$ cat config.mk
export PLATFORM = sky130hd
export DESIGN_NAME = input_window_fetch
export DESIGN_NICKNAME = d
export VERILOG_FILES = /design/src/rtl/nn_pkg.sv /design/src/rtl/window_counter.sv /design/src/rtl/input_window_fetch.sv
export SDC_FILE = /design/constraint.sdc
export NUM_CORES = 1
export LEC_CHECK = 0
export CORE_MARGIN = 2
export CORE_UTILIZATION = 50
export CTS_CLUSTER_DIAMETER = 120
export CTS_CLUSTER_SIZE = 14
export DETAILED_ROUTE_END_ITERATION = 16
export PLACE_DENSITY = 0.74
export SLEW_MARGIN = 0
export SYNTH_ARGS = -nofsm -noshare
export SYNTH_HDL_FRONTEND = slang
export SYNTH_SLANG_ARGS = --single-unit
$ cat constraint.sdc
create_clock -name clock -period 3.75 [get_ports clock]
set_input_delay 0.75 -clock clock [delete_from_list [all_inputs] [get_ports clock]]
set_output_delay 0.75 -clock clock [all_outputs]
set_load 0.05 [all_outputs]
$ cat src/rtl/nn_pkg.sv
// Shared definitions for the input-RAM fetch path.
//   DATA_W        pixel / RAM word width
//   ADDR_W        input RAM address width (512 words)
//   CNT_W         width of the window/tap counters
//   fetch_state_t fetch sequencer states
package nn_pkg;

  localparam int unsigned DATA_W = 16;
  localparam int unsigned ADDR_W = 9;
  localparam int unsigned CNT_W  = 10;

  typedef enum logic [1:0] {
    IDLE,
    RUN,
    DONE
  } fetch_state_t;

endpackage

$ cat src/rtl/window_counter.sv
// Nested tap/window counters for the convolution window walk.
// Tap order kx (inner) then ky; window order ox (inner) then oy.
// Ports:
//   clock, reset_n   clock and asynchronous active-low reset
//   step             advance to the next tap
//   clear            return all counters to zero (wins over step)
//   tap_last         current tap is the last of its window
//   win_last         current tap is the last tap of the last window
//   in_bounds        current tap lies inside the image (always 1 without padding)
//   tap_offset       row-major word offset of the current tap, mod 512
module window_counter
  import nn_pkg::*;
#(
  parameter int unsigned IMG_W = 16,
  parameter int unsigned IMG_H = 16,
  parameter int unsigned KSIZE = 3,
  parameter int unsigned OUT_W = 14,
  parameter int unsigned OUT_H = 14,
  parameter int unsigned PAD   = 0
) (
  input  logic              clock,
  input  logic              reset_n,
  input  logic              step,
  input  logic              clear,
  output logic              tap_last,
  output logic              win_last,
  output logic              in_bounds,
  output logic [ADDR_W-1:0] tap_offset
);

  logic [CNT_W-1:0] kx_q, kx_d;
  logic [CNT_W-1:0] ky_q, ky_d;
  logic [CNT_W-1:0] ox_q, ox_d;
  logic [CNT_W-1:0] oy_q, oy_d;

  logic kx_wrap, ky_wrap, ox_wrap, oy_wrap;

  assign kx_wrap = (kx_q == CNT_W'(KSIZE - 1));
  assign ky_wrap = (ky_q == CNT_W'(KSIZE - 1));
  assign ox_wrap = (ox_q == CNT_W'(OUT_W - 1));
  assign oy_wrap = (oy_q == CNT_W'(OUT_H - 1));

  assign tap_last = kx_wrap && ky_wrap;
  assign win_last = tap_last && ox_wrap && oy_wrap;

  always_comb begin
    kx_d = kx_q;
    ky_d = ky_q;
    ox_d = ox_q;
    oy_d = oy_q;
    if (clear) begin
      kx_d = '0;
      ky_d = '0;
      ox_d = '0;
      oy_d = '0;
    end else if (step) begin
      if (!kx_wrap) begin
        kx_d = kx_q + CNT_W'(1);
      end else begin
        kx_d = '0;
        if (!ky_wrap) begin
          ky_d = ky_q + CNT_W'(1);
        end else begin
          ky_d = '0;
          if (!ox_wrap) begin
            ox_d = ox_q + CNT_W'(1);
          end else begin
            ox_d = '0;
            oy_d = oy_wrap ? '0 : oy_q + CNT_W'(1);
          end
        end
      end
    end
  end

  always_ff @(posedge clock or negedge reset_n) begin
    if (!reset_n) begin
      kx_q <= '0;
      ky_q <= '0;
      ox_q <= '0;
      oy_q <= '0;
    end else begin
      kx_q <= kx_d;
      ky_q <= ky_d;
      ox_q <= ox_d;
      oy_q <= oy_d;
    end
  end

  // Signed pixel coordinates so padded taps (negative or past the edge) are detectable.
  int tap_row, tap_col;

  assign tap_row = int'(oy_q) + int'(ky_q) - int'(PAD);
  assign tap_col = int'(ox_q) + int'(kx_q) - int'(PAD);

  assign in_bounds = (tap_row >= 0) && (tap_row < int'(IMG_H)) &&
                     (tap_col >= 0) && (tap_col < int'(IMG_W));

  assign tap_offset = ADDR_W'(tap_row * int'(IMG_W) + tap_col);

endmodule

$ cat src/rtl/input_window_fetch.sv
// Walks every KSIZE x KSIZE window of an IMG_W x IMG_H image held row-major in the
// input RAM at BASE_ADDR and streams one pixel per beat over valid/ready.
// Build option: define INPUT_FETCH_PAD_EN for same-size output with zero padding
// (out-of-image taps emit 0 and do not enable the RAM).
// Ports:
//   clock, reset_n   clock and asynchronous active-low reset
//   start            one-cycle pulse, begins a pass when idle
//   busy             pass in progress (through the done cycle)
//   done             one-cycle pulse after the final beat is accepted
//   ram_address      input RAM read address (combinational from the counters)
//   ram_enable       RAM read in progress
//   ram_read_data    combinational RAM read data for ram_address
//   out_valid/ready  output handshake
//   out_data         pixel value
//   out_tap_last     last tap of a window
//   out_win_last     last tap of the last window
module input_window_fetch
  import nn_pkg::*;
#(
  parameter int unsigned IMG_W     = 16,
  parameter int unsigned IMG_H     = 16,
  parameter int unsigned KSIZE     = 3,
  parameter int unsigned BASE_ADDR = 0
) (
  input  logic              clock,
  input  logic              reset_n,
  input  logic              start,
  output logic              busy,
  output logic              done,
  output logic [ADDR_W-1:0] ram_address,
  output logic              ram_enable,
  input  logic [DATA_W-1:0] ram_read_data,
  output logic              out_valid,
  input  logic              out_ready,
  output logic [DATA_W-1:0] out_data,
  output logic              out_tap_last,
  output logic              out_win_last
);

`ifdef INPUT_FETCH_PAD_EN
  localparam int unsigned PAD   = (KSIZE - 1) / 2;
  localparam int unsigned OUT_W = IMG_W;
  localparam int unsigned OUT_H = IMG_H;
`else
  localparam int unsigned PAD   = 0;
  localparam int unsigned OUT_W = IMG_W - KSIZE + 1;
  localparam int unsigned OUT_H = IMG_H - KSIZE + 1;
`endif

  fetch_state_t      state_q, state_d;
  logic              valid_q, valid_d;
  logic [DATA_W-1:0] data_q, data_d;
  logic              tap_last_q, tap_last_d;
  logic              win_last_q, win_last_d;
  // Final tap has been captured; only its acceptance remains.
  logic              fetched_q, fetched_d;

  logic              cnt_step, cnt_clear;
  logic              tap_last, win_last, in_bounds;
  logic [ADDR_W-1:0] tap_offset;
  logic              advance;

  window_counter #(
    .IMG_W (IMG_W),
    .IMG_H (IMG_H),
    .KSIZE (KSIZE),
    .OUT_W (OUT_W),
    .OUT_H (OUT_H),
    .PAD   (PAD)
  ) u_window_counter (
    .clock      (clock),
    .reset_n    (reset_n),
    .step       (cnt_step),
    .clear      (cnt_clear),
    .tap_last   (tap_last),
    .win_last   (win_last),
    .in_bounds  (in_bounds),
    .tap_offset (tap_offset)
  );

  assign advance = !valid_q || out_ready;

  always_comb begin
    state_d    = state_q;
    valid_d    = valid_q;
    data_d     = data_q;
    tap_last_d = tap_last_q;
    win_last_d = win_last_q;
    fetched_d  = fetched_q;
    cnt_step   = 1'b0;
    cnt_clear  = 1'b0;
    unique case (state_q)
      IDLE: begin
        if (start) begin
          state_d   = RUN;
          cnt_clear = 1'b1;
        end
      end
      RUN: begin
        if (fetched_q) begin
          if (valid_q && out_ready) begin
            valid_d = 1'b0;
            state_d = DONE;
          end
        end else if (advance) begin
          valid_d    = 1'b1;
          data_d     = in_bounds ? ram_read_data : '0;
          tap_last_d = tap_last;
          win_last_d = win_last;
          fetched_d  = win_last;
          cnt_step   = 1'b1;
        end
      end
      DONE: begin
        state_d    = IDLE;
        fetched_d  = 1'b0;
        tap_last_d = 1'b0;
        win_last_d = 1'b0;
        cnt_clear  = 1'b1;
      end
      default: state_d = IDLE;
    endcase
  end

  always_ff @(posedge clock or negedge reset_n) begin
    if (!reset_n) begin
      state_q    <= IDLE;
      valid_q    <= 1'b0;
      data_q     <= '0;
      tap_last_q <= 1'b0;
      win_last_q <= 1'b0;
      fetched_q  <= 1'b0;
    end else begin
      state_q    <= state_d;
      valid_q    <= valid_d;
      data_q     <= data_d;
      tap_last_q <= tap_last_d;
      win_last_q <= win_last_d;
      fetched_q  <= fetched_d;
    end
  end

  assign busy         = (state_q != IDLE);
  assign done         = (state_q == DONE);
  assign out_valid    = valid_q;
  assign out_data     = data_q;
  assign out_tap_last = tap_last_q;
  assign out_win_last = win_last_q;

  // Padded taps park the address at BASE_ADDR, which is also the reset address.
  assign ram_address = in_bounds ? ADDR_W'(BASE_ADDR) + tap_offset : ADDR_W'(BASE_ADDR);

`ifdef INPUT_FETCH_PAD_EN
  assign ram_enable = (state_q == RUN) && in_bounds;
`else
  assign ram_enable = (state_q == RUN);
`endif

endmodule

==> impl_metrics.py, run 1 <==
metrics = {
    "synth": {
        "main_area_contributors_after_synthesis": "sky130_fd_sc_hd__dfrtp_1 34%, sky130_fd_sc_hd__ha_1 9.8%, sky130_fd_sc_hd__o21ai_0 4.9%, sky130_fd_sc_hd__nand2_1 4.4%, sky130_fd_sc_hd__o31ai_2 4.3%",
        "synth_area_per_cell_um2": 9.02,
        "ys_warn_count": 0,
        "synth_seq_area_share_pct": 33.7,
        "synth_top_area_share_pct": 33.7,
        "syn_inst": 511,
        "synth_async_sr_flop_share_pct": 100,
        "synth_enable_flop_cells": 0,
        "synth.ff_latch_count": 62,
        "synth_cell_type_count": 65,
        "post-synth-top-area-cell": "sky130_fd_sc_hd__dfrtp_1",
        "synthesis.area_um2": 4610,
        "synth_top_flop_cell": "sky130_fd_sc_hd__dfrtp_1",
        "postSynthNetCount": 570,
    },
    "timing": {
        "min_period_over_period_pct": 110,
        "finalHoldViolations": 0,
        "setup_viol": 9,
        "final.setup_skew_ps": 9.88,
        "setup_slack_ps": -391,
        "finalWorstPathRequiredPeriod_ps": 4140,
        "fin_hold_ws_ps": 483,
        "fmax_ghz": 0.241,
        "final_max_slew_viol_count": 0,
        "unrepaired_setup_endpoints_after_global_routing": "yes",
        "worst-slew-pin-transition_ps": 1050,
        "slew_headroom_pct": 29.6,
    },
    "run": {
        "maxCapViolCount": 0,
    },
    "cts": {
        "cts.clk_slew.worst_paths_ps": 70,
        "clk_path_buf_depth": 2,
        "cts_made_buffers": 9,
        "worstSkewPairLatency_ps": 350,
        "ctsHtreeMaxLevel": 3,
        "cts_root_buffer": "sky130_fd_sc_hd__clkbuf_8",
        "cts_tree": "done",
        "cts_num_sinks": 62,
    },
    "global_route": {
        "grt_pass1_vias": 4477,
        "grt_usage_pct": 28.1,
        "globalRoute.totalOverflow": 0,
        "groute.layer.met1.usage_pct": 35.9,
        "antenna_found_initial": 0,
        "use_met3_pct": 3.76,
        "global_route.usage.met2_pct": 48.9,
        "global_route_wire_length_before_repair_um": 22000,
        "largest_net_degree_at_the_start_of_global_routing": 63,
        "most_heavily_used_metal_layer_in_global_routing": "met2",
    },
    "critical_path": {
        "path_cells": "ha_4 > inv_2 > fa_2 > nand2b_4 > a21oi_4 > xor2_2 > ha_2 > inv_2 > fa_2 > inv_2 > a21o_1 > a21oi_2 > xnor2_2 > xnor2_2 > nor4_4 > buf_12",
        "largest_stage_delay_on_the_critical_path_ps": 410,
        "timing.setup.critical_path_class": "register to output pin",
        "critical-path-slowest-cell": "sky130_fd_sc_hd__dfrtp_1",
        "critical_path.startpoint_type": "register",
        "timing.critical_path.buf_inv": 4,
        "worstPathMaxFanout": 2,
        "critPathArrivalTime_ps": 3390,
        "crit_path_end_kind": "output pin",
        "critical_path.most_common_cell": "sky130_fd_sc_hd__inv_2",
        "timing.critical_path.required_ps": 3000,
        "critPathTopFamily": "adder cells",
    },
    "final_layout": {
        "layout-area-overhead-vs-synth_pct": 40.3,
        "most_common_library_cell_in_the_layout_ignoring_fill_and_taps": "sky130_fd_sc_hd__buf_4",
        "stdcell_count": 735,
        "antenna_cells": 0,
        "nNetsFinal": 680,
        "layout-drive-gt1-share_pct": 28.8,
        "most-common-layout-cells": "57 x sky130_fd_sc_hd__buf_4, 55 x sky130_fd_sc_hd__dfrtp_1, 53 x sky130_fd_sc_hd__nand2_1",
    },
    "detailed_routing": {
        "detailroute.via_count": 4427,
        "detail_route.wirelength_um": 13700,
        "number_of_nets_still_failing_antenna_checks_after_routing": 0,
        "avgViaCountPerCell": 6.02,
        "drt_iter0_markers": 195,
        "routedWlPerCell_um": 18.7,
        "drt_first_pass_iters": 6,
        "remaining_drc_errors": 0,
    },
    "power": {
        "leakage_power_nw": 2.83,
        "max-vdd-ir-drop_uv": 459,
        "total_power_mw": 4.31,
        "power_per_cell_area_nw_per_um2": 666,
    },
    "place": {
        "place.port_buffers": 50,
        "place.detailed.instances": 698,
        "dp_worst_setup_slack_ps": -89.0,
        "dp_hpwl_um": 9430,
        "gpl.final_weighted_congestion": 0.894,
    },
    "die": {
        "row_count": 35,
        "design.die.area_um2": 10000,
        "placeableCoreArea_um2": 9110,
        "fp.dieH_um": 100,
        "number_of_top_level_pins": 51,
        "die_width_um": 100,
        "initial_core_utilization_pct": 50.6,
    },
    "status": {
        "failing_checks": "negative setup slack",
        "outcome": "finished, violations left",
    },
    "worst_hold_path": {
        "holdCritPathClass": "register to register",
    },
}
==> what timing repair did <==
item                                    4_1_cts  5_1_grt
cloned                                        2        0
endpoints found under the setup margin        9        9
pin swaps                                    22       19
hold buffers                                  0        0
gates resized for setup                      36       28
setup buffers                                18        6
==> per-layer routing <==
layer / wire length (um) / vias up
met4: 242 / 0
met1: 5820 / 2183
met3: 561 / 26
li1: - / 2099
met5: 0 / -
met2: 7120 / 119
==> synth_stat cells (2+ instances only) <==
cell type                    n
sky130_fd_sc_hd__fa_1        3
sky130_fd_sc_hd__buf_2       2
sky130_fd_sc_hd__o21ai_1     5
sky130_fd_sc_hd__nor3_1     10
sky130_fd_sc_hd__nor2_1     42
sky130_fd_sc_hd__o21a_1      2
sky130_fd_sc_hd__mux2i_1     4
sky130_fd_sc_hd__mux2_2      2
sky130_fd_sc_hd__nand2_1    54
sky130_fd_sc_hd__a2111oi_2   2
sky130_fd_sc_hd__a31oi_1     4
sky130_fd_sc_hd__buf_6       4
sky130_fd_sc_hd__nor4_1      4
sky130_fd_sc_hd__nand3_1    14
sky130_fd_sc_hd__nor4b_1     4
sky130_fd_sc_hd__nand4b_1    2
sky130_fd_sc_hd__a22o_1      3
sky130_fd_sc_hd__nand4_1    22
sky130_fd_sc_hd__nor2b_1    10
sky130_fd_sc_hd__or3_1       2
sky130_fd_sc_hd__ha_1       36
sky130_fd_sc_hd__xnor2_1    10
sky130_fd_sc_hd__dfrtp_1    62
sky130_fd_sc_hd__and4_1      4
sky130_fd_sc_hd__xor2_1      9
sky130_fd_sc_hd__clkbuf_1   10
sky130_fd_sc_hd__inv_1      22
sky130_fd_sc_hd__a211oi_1    2
sky130_fd_sc_hd__or2_0       2
sky130_fd_sc_hd__and3_1     15
sky130_fd_sc_hd__o31ai_2    16
sky130_fd_sc_hd__and2_1      3
sky130_fd_sc_hd__o31ai_1    11
sky130_fd_sc_hd__o21ai_0    45
sky130_fd_sc_hd__a21oi_1    18
sky130_fd_sc_hd__nand2b_1    9
sky130_fd_sc_hd__a2bb2oi_1   2
sky130_fd_sc_hd__nor4_2      4
sky130_fd_sc_hd__a21o_1     10
==> worst reg2reg max path, stage by stage, from the launching register on <==
cell                        delay, ps
sky130_fd_sc_hd__dfrtp_1          410
sky130_fd_sc_hd__ha_4             160
sky130_fd_sc_hd__inv_2             40
sky130_fd_sc_hd__fa_2             340
sky130_fd_sc_hd__nand2b_4         180
sky130_fd_sc_hd__a21oi_4          150
sky130_fd_sc_hd__xor2_2           100
sky130_fd_sc_hd__buf_4            150
sky130_fd_sc_hd__a2111oi_4        320
sky130_fd_sc_hd__nand4_4          160
sky130_fd_sc_hd__buf_4            170
sky130_fd_sc_hd__buf_4            120
sky130_fd_sc_hd__bufbuf_16        280
sky130_fd_sc_hd__o31ai_2          220
==> flip-flops by register name, summed over array words and instances, names as in the netlist, 2 cells and up <==
register	count
out_data	16
state_q	2
u_window_counter.kx_q	10
u_window_counter.ky_q	10
u_window_counter.ox_q	10
u_window_counter.oy_q	10
==> through the flow <==
step	util, %	TNS, ps	area, um2
after detailed placement	63.0	-89.0	5740
final	71.0	-1130	6460
after CTS	68.8	-687	6270
after global placement	63.0	0	5740
after global routing	71.0	-2230	6460
after floorplan	-	-258	4770
==> layout make-up <==
class	count	area (um2)
well taps	111	139
flip-flops and latches	62	1560
inverters	22	82.6
fillers	663	2650
clock buffers	14	193
multi-input cells	412	3350
repair buffers	114	1140
==> kinds of logic (layout without fill, tap and decap cells) <==
logic type	after synthesis	count (layout)	share of synthesized area [%]
fa+ha+maj	39	39	11.1
compound gates	137	137	22.0
flops	62	62	33.7
mux	6	6	1.36
simple gates	210	211	24.4
xor+xnor	19	19	3.61
buf+inv	38	150	3.80
==> where the power goes <==
part           switching (mW)  total, mW  internal (mW)
sequential              0.137      0.963          0.826
combinational            1.60       2.75           1.15
clock                   0.269      0.593          0.324
total                    2.00       4.31           2.30
==> worst paths after layout <==
path	start	to	slack, ps	cells past startpoint
worst max-delay path	u_window_counter.kx_q[0]	ram_address[8]	-390	16
worst min-delay path	out_data[7]	out_data[7]	480	2
worst max register to register	u_window_counter.kx_q[0]	out_data[1]	870	13
worst min register to register	out_data[7]	out_data[7]	480	2
max in group asynchronous	reset_n	u_window_counter.oy_q[8]	2560	2
min in group asynchronous	reset_n	u_window_counter.ox_q[8]	570	2
(Power assumes the default switching activity.)
==> inputs of run 2 (changes only) <==
- CORE_MARGIN: 2 -> 5
- CTS_CLUSTER_SIZE: 14 -> 8
- REMOVE_ABC_BUFFERS: not set -> 1
==> impl_metrics.py, run 2 (same netlist as run 1, synthesis figures left out) <==
metrics = {
    "timing": {
        "finalWorstPathRequiredPeriod_ps": 4180,
        "setup_viol": 9,
        "fmax_ghz": 0.239,
        "unrepaired_setup_endpoints_after_global_routing": "yes",
        "worst-slew-pin-transition_ps": 802,
        "final.setup_skew_ps": 12.8,
        "finalHoldViolations": 0,
        "final_max_slew_viol_count": 0,
        "slew_headroom_pct": 46.5,
        "fin_hold_ws_ps": 470,
        "setup_slack_ps": -426,
        "min_period_over_period_pct": 111,
    },
    "final_layout": {
        "final_design_instance_area_without_fill_um2": 6120,
        "nNetsFinal": 670,
        "multi_input_area_um2": 3090,
        "antenna_cells": 0,
        "fillerInstances": 719,
        "most-common-layout-cells": "60 x sky130_fd_sc_hd__dfrtp_1, 53 x sky130_fd_sc_hd__nand2_1, 50 x sky130_fd_sc_hd__buf_4",
        "ff_latch_area_um2": 1550,
        "layout-area-overhead-vs-synth_pct": 32.7,
        "most_common_library_cell_in_the_layout_ignoring_fill_and_taps": "sky130_fd_sc_hd__dfrtp_1",
        "flip_flop_count_of_the_largest_register_after_layout": 16,
        "layout-drive-gt1-share_pct": 23.5,
    },
    "detailed_routing": {
        "number_of_nets_still_failing_antenna_checks_after_routing": 0,
        "drt_iter0_markers": 212,
        "detail_route.wirelength_um": 12600,
        "avgViaCountPerCell": 5.97,
        "detailroute.via_count": 4342,
        "drt_first_pass_iters": 6,
        "remaining_drc_errors": 0,
        "routedWlPerCell_um": 17.3,
    },
    "critical_path": {
        "worstPathMaxFanout": 2,
        "critPathTopFamily": "adder cells",
        "path_cells": "ha_2 > inv_2 > fa_2 > nand2b_4 > a21oi_2 > xor2_1 > ha_2 > inv_2 > fa_2 > inv_1 > a21o_1 > a21oi_2 > xnor2_1 > xnor2_1 > nor4_2 > buf_4 > buf_12",
        "timing.critical_path.buf_inv": 5,
        "critical_path.startpoint_type": "register",
        "critPathArrivalTime_ps": 3430,
        "critical-path-slowest-cell": "sky130_fd_sc_hd__dfrtp_1",
        "timing.critical_path.required_ps": 3000,
        "timing.setup.critical_path_class": "register to output pin",
        "crit_path_end_kind": "output pin",
        "largest_stage_delay_on_the_critical_path_ps": 360,
    },
    "die": {
        "placeableCoreArea_um2": 9110,
        "number_of_top_level_pins": 51,
        "design.die.area_um2": 11200,
        "die_width_um": 106,
        "row_count": 35,
        "initial_core_utilization_pct": 50.6,
        "fp.dieH_um": 106,
    },
    "global_route": {
        "globalRoute.totalOverflow": 0,
        "groute.layer.met1.usage_pct": 29.2,
        "antenna_found_initial": 0,
        "global_route.usage.met2_pct": 38.7,
        "global_route_wire_length_before_repair_um": 20700,
        "use_met3_pct": 4.19,
        "grt_usage_pct": 22.6,
        "largest_net_degree_at_the_start_of_global_routing": 34,
        "most_heavily_used_metal_layer_in_global_routing": "met2",
        "grt_pass1_vias": 4259,
    },
    "power": {
        "power_per_cell_area_nw_per_um2": 686,
        "leakage_power_nw": 2.75,
        "total_power_mw": 4.20,
        "max-vdd-ir-drop_uv": 440,
    },
    "run": {
        "maxCapViolCount": 0,
    },
    "cts": {
        "cts_root_buffer": "sky130_fd_sc_hd__clkbuf_8",
        "cts_num_sinks": 62,
        "worstSkewPairLatency_ps": 360,
        "cts.clk_slew.worst_paths_ps": 80,
        "clk_path_buf_depth": 2,
        "ctsHtreeMaxLevel": 3,
        "cts_made_buffers": 9,
        "cts_tree": "done",
    },
    "worst_hold_path": {
        "holdCritPathClass": "input pin to async pin",
    },
    "place": {
        "post_dp_cell_area_um2": 5570,
        "gpl.final_weighted_congestion": 0.932,
        "place.port_buffers": 50,
        "dp_hpwl_um": 9000,
    },
    "status": {
        "outcome": "finished, violations left",
        "failing_checks": "negative setup slack",
    },
}
## run 2: what timing repair did
action	4_1_cts	5_1_grt
setup endpoints to repair	9	9
cloned	1	0
hold buffers	0	0
pin swaps	11	7
buffers inserted	11	2
resized for setup	39	7
## run 2: area by class of cell
| cell class | count | area share, % |
|---|---|---|
| sequential | 62 | 25.4 |
| clock buffer | 10 | 2.09 |
| tap | 111 | 2.27 |
| clock inverter | 6 | 1.41 |
| timing repair buffer | 104 | 16.9 |
| multi-input combinational | 412 | 50.5 |
| inverter | 22 | 1.35 |
## run 2: per-stage QoR
| stage | setup TNS, ps | utilization (%) | worst slack [ps] | instances |
|---|---|---|---|---|
| global placement | -43.2 | 61.2 | -43.2 | 697 |
| floorplan | -8830 | - | -1350 | 495 |
| CTS | -1260 | 66.7 | -520 | 725 |
| detailed placement | -245 | 61.2 | -201 | 697 |
| finish | -1580 | 67.2 | -426 | 727 |
| global route | -2720 | 67.2 | -546 | 727 |
## run 2: worst paths after layout
kind | end | from | slack [ps] | depth (start not counted)
setup / recovery | ram_address[8] | u_window_counter.kx_q[0] | -430 | 17
hold / removal | u_window_counter.oy_q[4] | reset_n | 470 | 1
setup reg to reg | out_data[13] | u_window_counter.kx_q[0] | 910 | 13
hold reg to reg | out_data[12] | out_data[12] | 490 | 2
max in group asynchronous | u_window_counter.kx_q[2] | reset_n | 2640 | 2
min in group clock | out_data[12] | out_data[12] | 490 | 2
## run 2: routing by layer
metal / vias to the layer above / part of all wire, %
li1: 2087 / -
met1: 2105 / 46
met2: 132 / 48
met3: 18 / 4.3
met4: 0 / 1.3
met5: - / 0
## run 2: report_power, final
group          internal, mW  leakage (nW)  switching (mW)
clock network         0.373         0.106           0.284
logic                  1.09          1.83            1.51
registers             0.825         0.821           0.122
